### src/rtl/stopwatch_pkg.sv
// ----------------------------------------------------------------------------
// stopwatch_pkg : state encoding and default timing shared with the counter
// Rev 1.0
// ----------------------------------------------------------------------------
`default_nettype none

package stopwatch_pkg;

   localparam logic [1:0] ST_IDLE  = 2'b00;
   localparam logic [1:0] ST_RUN   = 2'b01;
   localparam logic [1:0] ST_PAUSE = 2'b10;

   localparam int unsigned DEF_TICK_DIV = 1000000;
   localparam int unsigned DEF_DEB_CYC  = 10000;

endpackage

`default_nettype wire

### src/rtl/stopwatch_ctrl_btn_debounce.sv
// ----------------------------------------------------------------------------
// btn_debounce : 2-FF synchroniser, stable-count debouncer, rising press pulse
// Rev 1.0
// ----------------------------------------------------------------------------
`default_nettype none

module btn_debounce #(
   parameter int unsigned DEB_CYC = 10000
) (
   input  logic Clk,
   input  logic rst_n,
   input  logic btn_i,
   output logic level_o,
   output logic press_o
);

   localparam int unsigned CW = (DEB_CYC > 1) ? $clog2(DEB_CYC) : 1;
   localparam logic [CW-1:0] CNT_LAST = CW'(DEB_CYC - 1);

   logic          sync1_q, sync2_q;
   logic          vld1_q, vld2_q;
   logic          armed_q, armed_d;
   logic          lvl_q, lvl_d, lvl_prev_q;
   logic          press_q, press_d;
   logic [CW-1:0] cnt_q, cnt_d;

   // A button found high when the synchroniser first becomes valid stays
   // disarmed until it has been seen low, so a press held through reset is void.
   always_comb begin
      lvl_d = lvl_q;
      cnt_d = '0;
      if (sync2_q != lvl_q) begin
         if (cnt_q == CNT_LAST) begin
            lvl_d = sync2_q;
         end else begin
            cnt_d = cnt_q + 1'b1;
         end
      end
      armed_d = armed_q | (vld2_q & ~sync2_q);
      press_d = lvl_q & ~lvl_prev_q & armed_q;
   end

   always_ff @(posedge Clk or negedge rst_n) begin
      if (!rst_n) begin
         sync1_q    <= 1'b0;
         sync2_q    <= 1'b0;
         vld1_q     <= 1'b0;
         vld2_q     <= 1'b0;
         armed_q    <= 1'b0;
         lvl_q      <= 1'b0;
         lvl_prev_q <= 1'b0;
         press_q    <= 1'b0;
         cnt_q      <= '0;
      end else begin
         sync1_q    <= btn_i;
         sync2_q    <= sync1_q;
         vld1_q     <= 1'b1;
         vld2_q     <= vld1_q;
         armed_q    <= armed_d;
         lvl_q      <= lvl_d;
         lvl_prev_q <= lvl_q;
         press_q    <= press_d;
         cnt_q      <= cnt_d;
      end
   end

   assign level_o = lvl_q & armed_q;
   assign press_o = press_q;

endmodule

`default_nettype wire

### src/rtl/stopwatch_ctrl.sv
// ----------------------------------------------------------------------------
// stopwatch_ctrl : button debounce, IDLE/RUN/PAUSE FSM, 1 Hz prescaler, lap hold
// Optional lap feature enabled by defining LAP_EN.  Rev 1.0
// ----------------------------------------------------------------------------
`default_nettype none

module stopwatch_ctrl
   import stopwatch_pkg::*;
#(
   parameter int unsigned TICK_DIV = DEF_TICK_DIV,
   parameter int unsigned DEB_CYC  = DEF_DEB_CYC
) (
   input  logic       Clk,
   input  logic       rst_n,
   input  logic       start_stop,
   input  logic       Clear,
   input  logic       lap,
   output logic       sec_tick,
   output logic       clr_pulse,
   output logic       run_en,
   output logic       lap_hold,
   output logic [1:0] state
);

   localparam int unsigned PW = $clog2(TICK_DIV);
   localparam logic [PW-1:0] PRE_LAST = PW'(TICK_DIV - 1);

   logic          w_ss_press, w_ss_level_unused;
   logic          w_clr_press, w_clr_level;
   logic [1:0]    state_q, state_d;
   logic [PW-1:0] pre_q, pre_d;
   logic          tick_q, tick_d;
   logic          clrp_q;
   logic          run_q;

   btn_debounce #(.DEB_CYC(DEB_CYC)) u_ss (
      .Clk     (Clk),
      .rst_n   (rst_n),
      .btn_i   (start_stop),
      .level_o (w_ss_level_unused),
      .press_o (w_ss_press)
   );

   btn_debounce #(.DEB_CYC(DEB_CYC)) u_clr (
      .Clk     (Clk),
      .rst_n   (rst_n),
      .btn_i   (Clear),
      .level_o (w_clr_level),
      .press_o (w_clr_press)
   );

   always_comb begin
      state_d = state_q;
      if (w_clr_press) begin
         state_d = ST_IDLE;
      end else if (w_ss_press && !w_clr_level) begin
         case (state_q)
            ST_IDLE:  state_d = ST_RUN;
            ST_RUN:   state_d = ST_PAUSE;
            ST_PAUSE: state_d = ST_RUN;
            default:  state_d = ST_IDLE;
         endcase
      end
   end

   // Only cycles that stay in RUN advance the count, so the cycle leaving RUN
   // neither ticks nor consumes part of the held fractional second.
   always_comb begin
      pre_d  = pre_q;
      tick_d = 1'b0;
      if (state_d == ST_IDLE) begin
         pre_d = '0;
      end else if (state_q == ST_RUN && state_d == ST_RUN) begin
         if (pre_q == PRE_LAST) begin
            pre_d  = '0;
            tick_d = 1'b1;
         end else begin
            pre_d = pre_q + 1'b1;
         end
      end
   end

   always_ff @(posedge Clk or negedge rst_n) begin
      if (!rst_n) begin
         state_q <= ST_IDLE;
         pre_q   <= '0;
         tick_q  <= 1'b0;
         clrp_q  <= 1'b0;
         run_q   <= 1'b0;
      end else begin
         state_q <= state_d;
         pre_q   <= pre_d;
         tick_q  <= tick_d;
         clrp_q  <= w_clr_press;
         run_q   <= (state_d == ST_RUN);
      end
   end

`ifdef LAP_EN
   logic w_lap_press, w_lap_level_unused;
   logic lap_q, lap_d;

   btn_debounce #(.DEB_CYC(DEB_CYC)) u_lap (
      .Clk     (Clk),
      .rst_n   (rst_n),
      .btn_i   (lap),
      .level_o (w_lap_level_unused),
      .press_o (w_lap_press)
   );

   always_comb begin
      lap_d = lap_q;
      if (w_clr_press || state_d == ST_IDLE) begin
         lap_d = 1'b0;
      end else if (w_lap_press) begin
         if (state_q == ST_RUN) begin
            lap_d = ~lap_q;
         end else if (state_q == ST_PAUSE) begin
            lap_d = 1'b0;
         end
      end
   end

   always_ff @(posedge Clk or negedge rst_n) begin
      if (!rst_n) begin
         lap_q <= 1'b0;
      end else begin
         lap_q <= lap_d;
      end
   end

   assign lap_hold = lap_q;
`else
   logic w_lap_unused;
   assign w_lap_unused = lap;
   assign lap_hold     = 1'b0;
`endif

   assign sec_tick  = tick_q;
   assign clr_pulse = clrp_q;
   assign run_en    = run_q;
   assign state     = state_q;

endmodule

`default_nettype wire

### config.mk
export PLATFORM = sky130hd
export DESIGN_NAME = stopwatch_ctrl
export DESIGN_NICKNAME = d
export VERILOG_FILES = /design/src/rtl/stopwatch_pkg.sv /design/src/rtl/stopwatch_ctrl_btn_debounce.sv /design/src/rtl/stopwatch_ctrl.sv
export SDC_FILE = /design/constraint.sdc
export NUM_CORES = 1
export LEC_CHECK = 0
export CORE_ASPECT_RATIO = 1.4
export CORE_MARGIN = 2
export CORE_UTILIZATION = 55
export CTS_CLUSTER_DIAMETER = 100
export DETAILED_ROUTE_END_ITERATION = 7
export DONT_BUFFER_PORTS = 1
export PLACE_DENSITY = 0.72
export SLEW_MARGIN = 10
export SYNTH_ARGS = -nofsm -noshare
export SYNTH_HDL_FRONTEND = slang
export SYNTH_HIERARCHICAL = 1
export SYNTH_SLANG_ARGS = --single-unit
### constraint.sdc
create_clock -name Clk -period 5.25 [get_ports Clk]
set_clock_uncertainty 0.05 [all_clocks]
set_input_delay 1.05 -clock Clk [delete_from_list [all_inputs] [get_ports Clk]]
set_output_delay 1.05 -clock Clk [all_outputs]
set_load 0.02 [all_outputs]
==> impl_metrics.ini, run 1 <==
[grt]
grt_pass1_wl_um = 10000
grt_max_degree = 70
track_usage_pct = 19.3
antenna_found_initial = 0
grt_pass1_vias = 2199
overflow = 0

[die]
rows = 33
coreArea_mm2 = 0.00582
dieWidth_um = 69.5
start_util_pct = 56.7
dieArea_mm2 = 0.00665
die_h_um = 95.7
io_pins = 11

[worst_setup_path]
start_kind = flop
end_kind = flop
required_ps = 5400
arrival_ps = 2470
worstPathMaxFanout = 7
criticalPathCategory = flop to flop

[pwr]
total_power_mw = 1.01
power.density_mw_per_mm2 = 289
power.leakage_nw = 1.46
vdd_drop_max_uv = 216

[drt]
drtIter0Drc = 146
drc = 0
drt_pass1_iterations = 4
drt_wl_total_um = 5630
detail_route.vias_per_cell = 5.75
wl_per_cell_um = 14.5
vias = 2232
final_antenna_net_count = 0

[yosys]
syn_area_mm2 = 0.00330
netlist_top_cells_count = dfrtp_1 (69), nor2_1 (45), nand3_1 (20), xnor2_1 (20), nand2_1 (19)
synth_seq_cells = 69
ys_types = 49
synth_top_cell_by_area = dfrtp_1
synth.top_cell.area_share_pct = 52.3
synthArstFlopShare_pct = 100
syn_inst = 313
yosysSeqAreaShare_pct = 52.3
synth-edff-count = 0
synth_area_per_cell_um2 = 10.5
synth_ff_type = dfrtp_1
synth_warnings = 6
yosysMostFrequentCell = dfrtp_1
synth_nets = 323
synth_area_leaders = dfrtp_1 (52%), xnor2_1 (5.3%), nor2_1 (5.1%), xor2_1 (3.7%), nand3_1 (3.0%)

[timing]
setup_violations = 0
finalMaxSlewViolations = 0
finalSetupTns_ps = 0
hold_viol = 0
worstMarginPinSlew_ps = 592
fmax_ghz = 0.431
fin_crit_sh_pct = 44.2
grt_setup_unrepaired = no
final.min_clock_period_ps = 2320
maxSlewHeadroom_pct = 60.4

[clocking]
cts.repair.resized = 0
hold_buffers = 0
cts_buffers = 9
max-clock-path-buffers = 2
htree_num_levels = 3
cts_tree = done
clock_latency_ps = 330
cts_root_buf = clkbuf_8
cts_setup_buffers = 0
cts.sinks = 69
clk_pin_slew_ps = 80

[outcome]
status = complete, no violations

[finish]
syn2layout_area_growth_pct = 6.21
layout.nets = 324
diodes = 0
layout-drive-gt1-share_pct = 10.1
nFillCells = 477

[place]
io_buffers = 0
gp_congestion = 0.803
place.detailed.hpwl_um = 3760

[worst_hold_path]
worstHoldPathType = flop to flop

[flow_run]
drv_cap = 0
[area by class of cell]
type,instances,area [um2],area share [%]
inverters,10,37.5,1.07
clock inverters,6,88.8,2.53
clock buffers,9,124,3.53
multi-input cells,224,1440,41.1
well taps,70,87.6,2.50
flip-flops and latches,69,1730,49.2
[power breakdown]
group	switching [mW]	internal, mW
registers	0.00569	0.538
logic	0.00768	0.00480
clock network	0.193	0.264
[cells by family (layout without fill, tap and decap cells)]
kind of cell	after synthesis	count (layout)	synth area share, %
xor+xnor	34	34	9.02
flops	69	69	52.3
mux	2	2	0.606
other cells	3	3	0.341
fa+ha+maj	5	5	1.89
simple gates	148	148	24.6
buf+inv	20	25	4.02
compound gates	32	32	7.28
[layer usage]
layer  track usage, %  wire length, um  vias to the layer above
li1                 -                -                     1092
met1             22.9             2480                     1082
met2             32.1             2840                       45
met3             5.18              200                       13
met4             10.6              110                        0
met5                0                0                        -
[worst paths after layout]
| check | start | end | slack [ps] | cells past startpoint |
|---|---|---|---|---|
| worst max-delay path | pre_q[0] | pre_q[3] | 2930 | 6 |
| worst min-delay path | u_clr/vld1_q | u_clr/vld2_q | 300 | 0 |
| worst max register to register | pre_q[0] | pre_q[3] | 2930 | 6 |
| worst min register to register | u_clr/vld1_q | u_clr/vld2_q | 300 | 0 |
| max in group asynchronous | rst_n | u_clr/vld2_q | 4690 | 0 |
| min in group asynchronous | rst_n | state[0] | 350 | 0 |
[metrics by stage]
stage / worst slack [ps] / instance area (um2) / cells / util (%) / hold WS [ps]
2_1_floorplan: 3160 / 3300 / 313 / - / 281
3_3_place_gp: 2990 / 3290 / 373 / 56.6 / 282
3_5_place_dp: 2900 / 3290 / 373 / 56.6 / 287
4_1_cts: 2900 / 3510 / 388 / 60.2 / 303
5_1_grt: 2790 / 3510 / 388 / 60.2 / 305
6_report: 2930 / 3510 / 388 / 60.2 / 302
[cell usage in the layout, fill, tap and decap left out, types with 2 or more instances in the layout]
master,count
dfrtp_1,69
nor2_1,45
xnor2_1,20
nand3_1,20
nand2_1,19
xor2_1,14
nand4_1,12
inv_1,10
nor3_1,10
clkbuf_8,9
a31oi_1,7
o21ai_0,5
ha_1,5
nor2b_1,4
and3_2,4
and4_1,4
nor4b_1,4
nor3b_1,3
or4_4,3
o31ai_1,3
a21o_1,3
conb_1,3
or2_2,2
and3_1,2
o21a_1,2
nand4b_1,2
a32oi_1,2
mux2i_1,2
o211ai_1,2
a22o_1,2
clkinvlp_4,2
bufinv_16,2
or4b_1,2
or3_1,2
nand2_4,2
or3b_2,2
and2_1,2
[flip-flops by register name, indices dropped and copies added (netlist names), 2 cells and up]
name / cells
pre_q: 20
state: 2
u_clr/cnt_q: 14
u_ss/cnt_q: 14
[critical path, stage by stage (launching register included)]
cell and delay (ps):
dfrtp_1 400, ha_1 190, and3_2 250, nand3_1 180, o41a_2 490, o311ai_2 520, nor2_1 120
Power figures use the tool's default switching activity.
==> run 2: changes to the inputs <==
Clock period 5.25 ns to 2.3 ns, I/O delays scaled along.
==> impl_metrics.ini, run 2 (same netlist as run 1, synthesis figures left out) <==
[pwr]
p_sw_mw = 0.513
combPwrFrac_pct = 2.6
pwr-share-clk_pct = 40.5
vdd_drop_max_uv = 594
power.leakage_nw = 1.51
pwr-share-seq_pct = 56.9
p_int_mw = 1.67
swShare_pct = 23.5
total_power_mw = 2.18
power.density_mw_per_mm2 = 605

[grt]
overflow = 0
grt_max_degree = 70
grt_pass1_vias = 2168
antenna_found_initial = 0
track_usage_pct = 18.9
grt_pass1_wl_um = 9760

[worst_setup_path]
end_kind = flop
arrival_ps = 2340
setup.worst_path.start = pre_q[0]
r2r_end = pre_q[11]
r2r_start = pre_q[0]
worstPathMaxFanout = 7
start_kind = flop
crit_end = pre_q[11]
required_ps = 2480
ff2ff_path_depth = 8
criticalPathCategory = flop to flop
rrSetupSlack_ps = 140

[finish]
layout.nets = 336
final_common_cell = dfrtp_1
largest_reg_flops = 20
multi_input_area_mm2 = 0.00145
nFillCells = 451
final_cell_mix = dfrtp_1 (69), nor2_1 (45), xnor2_1 (20), nand3_1 (20), nand2_1 (19)
reg.largest.list = pre_q x20, u_clr/cnt_q x14, u_ss/cnt_q x14
regMostFlops = pre_q
syn2layout_area_growth_pct = 9.28
layout-drive-gt1-share_pct = 13.3
finish.utilization_pct = 62.0
seq_area_mm2 = 0.00173
diodes = 0

[timing]
finalSetupTns_ps = 0
final.min_clock_period_ps = 2160
fmax_ghz = 0.463
finalMaxSlewViolations = 0
fin_crit_sh_pct = 94.0
grt_setup_unrepaired = no
hold_viol = 0
setup_violations = 0

[clocking]
cts.sinks = 69
htree_num_levels = 3
cts_root_buf = clkbuf_8
cts_buffers = 9
clk_pin_slew_ps = 70
cts_setup_buffers = 0
max-clock-path-buffers = 2
clock_latency_ps = 340
cts_tree = done

[drt]
wl_per_cell_um = 13.9
drt_pass1_iterations = 4
drtIter0Drc = 88
drt_wl_total_um = 5560
detail_route.vias_per_cell = 5.46
drc = 0
final_antenna_net_count = 0
vias = 2189

[die]
rows = 33
io_pins = 11
die_h_um = 95.7
coreArea_mm2 = 0.00582
dieWidth_um = 69.5
dieArea_mm2 = 0.00665
start_util_pct = 56.7

[flow_run]
drv_cap = 0

[outcome]
status = complete, no violations

[worst_hold_path]
worstHoldPathType = input pin to flop

[place]
place.detailed.hpwl_um = 3840
io_buffers = 0
gp_congestion = 0.755
==> run 2: cell types whose count changed in the layout (fill, tap and decap cells not counted) <==
cell,before,now
and3_2,4,3
bufinv_16,2,0
buf_12,0,1
clkinv_2,1,0
buf_4,0,9
clkinvlp_4,2,4
clkbuf_8,9,10
and3_4,0,1
inv_6,0,1
dlygate4sd3_1,0,1
buf_16,0,1
==> run 2: how the worst min path moves through the flow <==
stage | startpoint | endpoint | slack, ps | cells past startpoint
after floorplan | rst_n | clr_pulse | 110 | 0
after global placement | rst_n | clr_pulse | 120 | 0
after detailed placement | rst_n | clr_pulse | 120 | 0
after CTS | start_stop | u_ss/sync1_q | 70 | 0
after global routing | start_stop | u_ss/sync1_q | 60 | 0
final | start_stop | u_ss/sync1_q | 90 | 0
==> run 2: area by class of cell <==
cell class,count,area share [%]
clock buffer,10,3.81
multi-input combinational,224,40.1
tap,70,2.43
clock inverter,6,1.32
inverter,10,1.04
sequential,69,47.9
timing repair buffer,12,3.47
==> run 2: stage by stage <==
step	cell area, um2	hold slack [ps]	std cells	setup slack, ps
6_report	3610	92.1	401	138
5_1_grt	3610	60.7	401	14.5
4_1_cts	3600	73.9	401	106
3_5_place_dp	3380	116	383	117
3_3_place_gp	3380	116	383	142
2_1_floorplan	3300	114	313	207
==> run 2: routing by layer <==
| layer | GRT usage [%] | vias to the layer above | part of all wire, % |
|---|---|---|---|
| met5 | 0 | - | 0 |
| met4 | 11.1 | 0 | 1.9 |
| met3 | 3.91 | 9 | 1.7 |
| met2 | 32.3 | 26 | 51 |
| met1 | 22.0 | 1037 | 45 |
| li1 | - | 1117 | - |
==> run 2: worst max-delay path, cell delays in order (launching register included) <==
cell      delay (ps)
dfrtp_1          400
ha_1             200
and3_4           230
nand3_1          130
buf_4            170
o41a_2           430
o311ai_2         220
buf_4            190
nor2_1            50
==> run 2: repair_timing <==
item                                    CTS  global route
endpoints found under the hold margin    69             0
endpoints found under the setup margin    0             7
gates resized for setup                   0             1
hold buffers                              2             0
==> run 2: power by group through the flow <==
stage                     registers (mW)  clock network [mW]  logic [mW]
after floorplan                     1.26                   0      0.0297
after global placement              1.26                   0      0.0273
after detailed placement            1.27                   0      0.0277
after CTS                           1.24               0.919      0.0594
after global routing                1.24               0.974      0.0682
final                               1.24               0.885      0.0571
